$ cat src/rtl/multi_digit_counter_pkg.sv
// Shared constants for the multi-digit counter: digit width and active-low
// seven-segment patterns (bit order gfedcba).
package multi_digit_counter_pkg;

    localparam int unsigned DigitW = 4;

    localparam logic [6:0] Seg0     = 7'b1000000;
    localparam logic [6:0] Seg1     = 7'b1111001;
    localparam logic [6:0] Seg2     = 7'b0100100;
    localparam logic [6:0] Seg3     = 7'b0110000;
    localparam logic [6:0] Seg4     = 7'b0011001;
    localparam logic [6:0] Seg5     = 7'b0010010;
    localparam logic [6:0] Seg6     = 7'b0000010;
    localparam logic [6:0] Seg7     = 7'b1111000;
    localparam logic [6:0] Seg8     = 7'b0000000;
    localparam logic [6:0] Seg9     = 7'b0010000;
    localparam logic [6:0] SegA     = 7'b0001000;
    localparam logic [6:0] SegB     = 7'b0000011;
    localparam logic [6:0] SegC     = 7'b1000110;
    localparam logic [6:0] SegD     = 7'b0100001;
    localparam logic [6:0] SegE     = 7'b0000110;
    localparam logic [6:0] SegF     = 7'b0001110;
    localparam logic [6:0] SegBlank = 7'b1111111;

endpackage

$ cat src/rtl/seg7_decode.sv
// Hex digit to active-low seven-segment decoder (gfedcba).
module seg7_decode
    import multi_digit_counter_pkg::*;
(
    input  logic [DigitW-1:0] digit,
    output logic [6:0]        seg
);

    always_comb begin
        seg = SegBlank;
        unique case (digit)
            4'h0: seg = Seg0;
            4'h1: seg = Seg1;
            4'h2: seg = Seg2;
            4'h3: seg = Seg3;
            4'h4: seg = Seg4;
            4'h5: seg = Seg5;
            4'h6: seg = Seg6;
            4'h7: seg = Seg7;
            4'h8: seg = Seg8;
            4'h9: seg = Seg9;
            4'hA: seg = SegA;
            4'hB: seg = SegB;
            4'hC: seg = SegC;
            4'hD: seg = SegD;
            4'hE: seg = SegE;
            4'hF: seg = SegF;
        endcase
    end

endmodule

$ cat src/rtl/multi_digit_counter.sv
// Prescaled up/down multi-digit counter in base RADIX with load, wrap strobe
// and per-digit seven-segment outputs.
module multi_digit_counter
    import multi_digit_counter_pkg::*;
#(
    parameter int unsigned DIGITS = 4,
    parameter int unsigned DIV    = 25000000,
    parameter int unsigned RADIX  = 10
) (
    input  logic                     clk,
    input  logic                     reset,
    input  logic                     en,
    input  logic                     up,
    input  logic                     load,
    input  logic [DigitW*DIGITS-1:0] load_val,
    output logic [DigitW*DIGITS-1:0] value,
    output logic                     tick,
    output logic                     carry,
    output logic [7*DIGITS-1:0]      seg
);

    localparam int unsigned ValW = DigitW * DIGITS;
    localparam logic [31:0] PreLast = 32'(DIV - 1);
    localparam logic [DigitW-1:0] DigitMax = DigitW'(RADIX - 1);

    logic [31:0]       pre_q, pre_d;
    logic [ValW-1:0]   value_q, value_d;
    logic              carry_q, carry_d;
    logic [ValW-1:0]   step_val, load_clamped;
    logic [DigitW-1:0] step_digit, load_digit;
    logic              wrap;

    // Reset gates tick so it reads 0 during reset even with DIV=1.
    always_comb tick = reset & en & (pre_q == PreLast);

    always_comb begin
        pre_d = '0;
        if (!load && en && (pre_q != PreLast)) begin
            pre_d = pre_q + 32'd1;
        end
    end

    // Ripple carry/borrow from digit 0 upward; wrap means it left the top digit.
    always_comb begin
        step_val   = value_q;
        step_digit = '0;
        wrap       = 1'b1;
        for (int i = 0; i < int'(DIGITS); i++) begin
            step_digit = value_q[i*DigitW +: DigitW];
            if (wrap) begin
                if (up) begin
                    if (step_digit == DigitMax) begin
                        step_digit = '0;
                    end else begin
                        step_digit = step_digit + 1'b1;
                        wrap       = 1'b0;
                    end
                end else begin
                    if (step_digit == '0) begin
                        step_digit = DigitMax;
                    end else begin
                        step_digit = step_digit - 1'b1;
                        wrap       = 1'b0;
                    end
                end
            end
            step_val[i*DigitW +: DigitW] = step_digit;
        end
    end

    always_comb begin
        load_clamped = '0;
        load_digit   = '0;
        for (int i = 0; i < int'(DIGITS); i++) begin
            load_digit = load_val[i*DigitW +: DigitW];
            load_clamped[i*DigitW +: DigitW] = (load_digit > DigitMax) ? DigitMax : load_digit;
        end
    end

    always_comb begin
        value_d = value_q;
        carry_d = 1'b0;
        if (load) begin
            value_d = load_clamped;
        end else if (tick) begin
            value_d = step_val;
            carry_d = wrap;
        end
    end

    always_ff @(posedge clk or negedge reset) begin
        if (!reset) begin
            pre_q   <= '0;
            value_q <= '0;
            carry_q <= 1'b0;
        end else begin
            pre_q   <= pre_d;
            value_q <= value_d;
            carry_q <= carry_d;
        end
    end

    assign value = value_q;
    assign carry = carry_q;

    for (genvar g = 0; g < int'(DIGITS); g++) begin : g_digit
        seg7_decode u_seg (
            .digit (value_q[g*DigitW +: DigitW]),
            .seg   (seg[g*7 +: 7])
        );
    end

endmodule

$ cat config.mk
export PLATFORM = sky130hd
export DESIGN_NAME = multi_digit_counter
export DESIGN_NICKNAME = d
export VERILOG_FILES = /design/src/rtl/multi_digit_counter_pkg.sv /design/src/rtl/seg7_decode.sv /design/src/rtl/multi_digit_counter.sv
export SDC_FILE = /design/constraint.sdc
export NUM_CORES = 1
export LEC_CHECK = 0
export ABC_AREA = 1
export ABC_CLOCK_PERIOD_IN_PS = 4400
export CAP_MARGIN = 20
export CORE_MARGIN = 5
export CORE_UTILIZATION = 60
export DETAILED_ROUTE_END_ITERATION = 12
export GPL_ROUTABILITY_DRIVEN = 0
export GPL_TIMING_DRIVEN = 0
export PLACE_DENSITY = 0.87
export SETUP_SLACK_MARGIN = 0.3
export SKIP_CTS_REPAIR_TIMING = 1
export SLEW_MARGIN = 20
export SYNTH_ARGS = -nofsm -noshare
export SYNTH_HDL_FRONTEND = slang
export SYNTH_HIERARCHICAL = 1
export SYNTH_SLANG_ARGS = --single-unit
export TNS_END_PERCENT = 5
$ cat constraint.sdc
create_clock -name clk -period 4.4 [get_ports clk]
set_clock_uncertainty 0.1 [all_clocks]
set_input_delay 1.32 -clock clk [delete_from_list [all_inputs] [get_ports clk]]
set_output_delay 1.32 -clock clk [all_outputs]
set_load 0.005 [all_outputs]
==> results.toml <==
[status]
outcome = "finished, final reports clean"

[hold_path]
holdCritPathClass = "reg -> reg"
hp-start = "pre_q[0]"
hold_path_depth = 1

[cells_and_area]
area_growth_pct = 19.8
diodes = 0
final_area_um2 = 5600
final_util_pct = 73.3
fin_nets = 902
final_cells = 955
seqCellArea_um2 = 1230
num-fill-cells = 628
drive_gt1_share_pct = 6.10
multi_input_area_um2 = 2960

[clock_network]
clkTransAtPathRegs_ps = 80
root_buffer = "clkbuf_8"
h-tree-depth = 2
cts.sinks = 49
clk_path_buf_depth = 2
clock_latency_ps = 300
cts-buffers-inserted = 5
cts_tree = "done"

[placed_design]
placed_cells = 947
dp_hpwl_mm = 9.87
placed_cell_area_um2 = 5480
port_buffers = 66
dpl_worst_slack_ps = 277

[power]
p_seq_share_pct = 32.2
p_switching_uw = 681
vdd_drop_max_uv = 165
p_per_area_nw_per_um2 = 313
power_frac_clock_pct = 19.1
pwr-share-comb_pct = 48.7
total_power_mw = 1.75
cell_internal_pwr_mw = 1.07
swShare_pct = 38.8
p_leak_nw = 2.77

[setup_path]
critPathLaunch = "en"
rrSetupSlack_ps = 2480
worstRegToRegCells = 9
worst_ep_arrival_time_ps = 2300
endpoint_kind = "output pin"
crit_path_start_kind = "input port"
crit_path_max_fanout = 4
reg2reg_from = "pre_q[0]"
setup.worst_path.class = "in -> out"
required_ps = 2980

[die]
ios = 67
die_area_um2 = 9660
start_util_pct = 61.2
die_w_um = 98.3
core_um2 = 7650
die_h_um = 98.3
rows = 32

[drt]
firstDrtPassIters = 6
ant_nets = 0
dr.first_iter.drc_count = 320
drc_errors = 0
vias = 5130
drt-total-wl_mm = 12.6
routedWlPerCell_um = 13.2
viasPerCell = 5.37

[sta]
period_needed_ps = 3720
hold_viol_final = 0
worst_slack_ps = 676
max_freq_mhz = 269
drv_slew = 0
slew_headroom_pct = 63.9
holdWs_ps = 399
setup_violations = 0
worst_pin_slew_ps = 542
rsz0062_at_grt = "no"
fin_tns_setup_ps = 0
post-route-period-util_pct = 84.6

[yosys]
synth-async-reset-ratio_pct = 100
synth_cell_types = 32
yosysMostFrequentCell = "nand2_1"
synth_top_area_cell = "dfrtp_1"
synth.avg_cell_area_um2 = 6.01
netlist_top_cells_count = "nand2_1 (306), nand3_1 (90), nor2_1 (90)"
ys_ff_latch = 49
synth_nets = 828
yosys.area.top_type_share_pct = 26.2
synth_cells = 778
synth_area_um2 = 4680
yosys-top-cells-area = "dfrtp_1 (26%), nand2_1 (25%), nand3_1 (9.6%)"
yosysSeqAreaShare_pct = 26.2
yosysWarnings = 6
ys.flop_type = "dfrtp_1"
synth-edff-count = 0

[global_route]
grt_max_degree = 29
grt_pass1_wl_mm = 20.7
first_global_vias = 4661
grt_antenna_before_repair = 0
grt_usage_pct = 25.3
grt-ovfl-total = 0

[flow_run]
drv_cap = 0
## worst max-delay path, cell delays in order
cell and delay (ps):
clkdlybuf4s50_1 500, nand2_1 60, inv_1 100, nand3_4 110, inv_1 70, dlymetal6s2s_1 150
## placed cells by master (no fill, tap or decap), types with 6 or more instances in the layout
cell,n
a21oi_1,8
buf_2,9
clkbuf_1,6
clkbuf_8,6
clkdlybuf4s50_1,64
dfrtp_1,49
ha_1,29
inv_1,87
inv_2,6
nand2_1,306
nand3_1,90
nand4_1,8
nor2_1,90
nor2_2,6
nor3_1,17
o21ai_0,21
xor2_1,9
## cells by family after synthesis
kind of cell | synth area share, %
adder cells (fa/ha/maj) | 7.75
AO/OA/AOI/OAI | 5.32
buffers and inverters | 10.5
flip-flops | 26.2
XOR/XNOR | 2.25
AND/OR/NAND/NOR | 47.9
## flip-flops by register name (all words and copies together) (netlist names)
register and flops:
pre_q 32, value 16, carry 1
## power by group through the flow
| stage | registers [mW] | logic (mW) | clock network [mW] |
|---|---|---|---|
| global route | 0.574 | 0.949 | 0.360 |
| detailed placement | 0.572 | 0.848 | 0 |
| CTS | 0.562 | 0.851 | 0.342 |
| finish | 0.565 | 0.854 | 0.334 |
| floorplan | 0.553 | 0.486 | 0 |
| global placement | 0.568 | 0.811 | 0 |
## routing by layer
metal	part of all wire [%]	wire, um	vias up	global-route usage (%)
li1	-	-	2582	-
met4	3.0	375	0	8.72
met3	6.0	756	36	3.14
met1	40	5020	2333	30.1
met5	0	0	-	0
met2	51	6450	179	46.5
## path summary, 6_finish.rpt
check | end
min in group asynchronous | pre_q[28]
hold reg to reg | pre_q[0]
setup reg to reg | pre_q[22]
max in group asynchronous | value[10]
hold / removal | pre_q[0]
setup / recovery | tick
## layout make-up
class                      instances  share of cell area [%]
clock inverter                     1                   0.536
multi-input combinational        615                    52.8
clock buffer                       7                    1.54
buffer                            21                    2.57
sequential                        49                    21.9
tap                              102                    2.28
inverter                          93                    6.23
timing repair buffer              67                    12.1
Power figures use the tool's default switching activity.
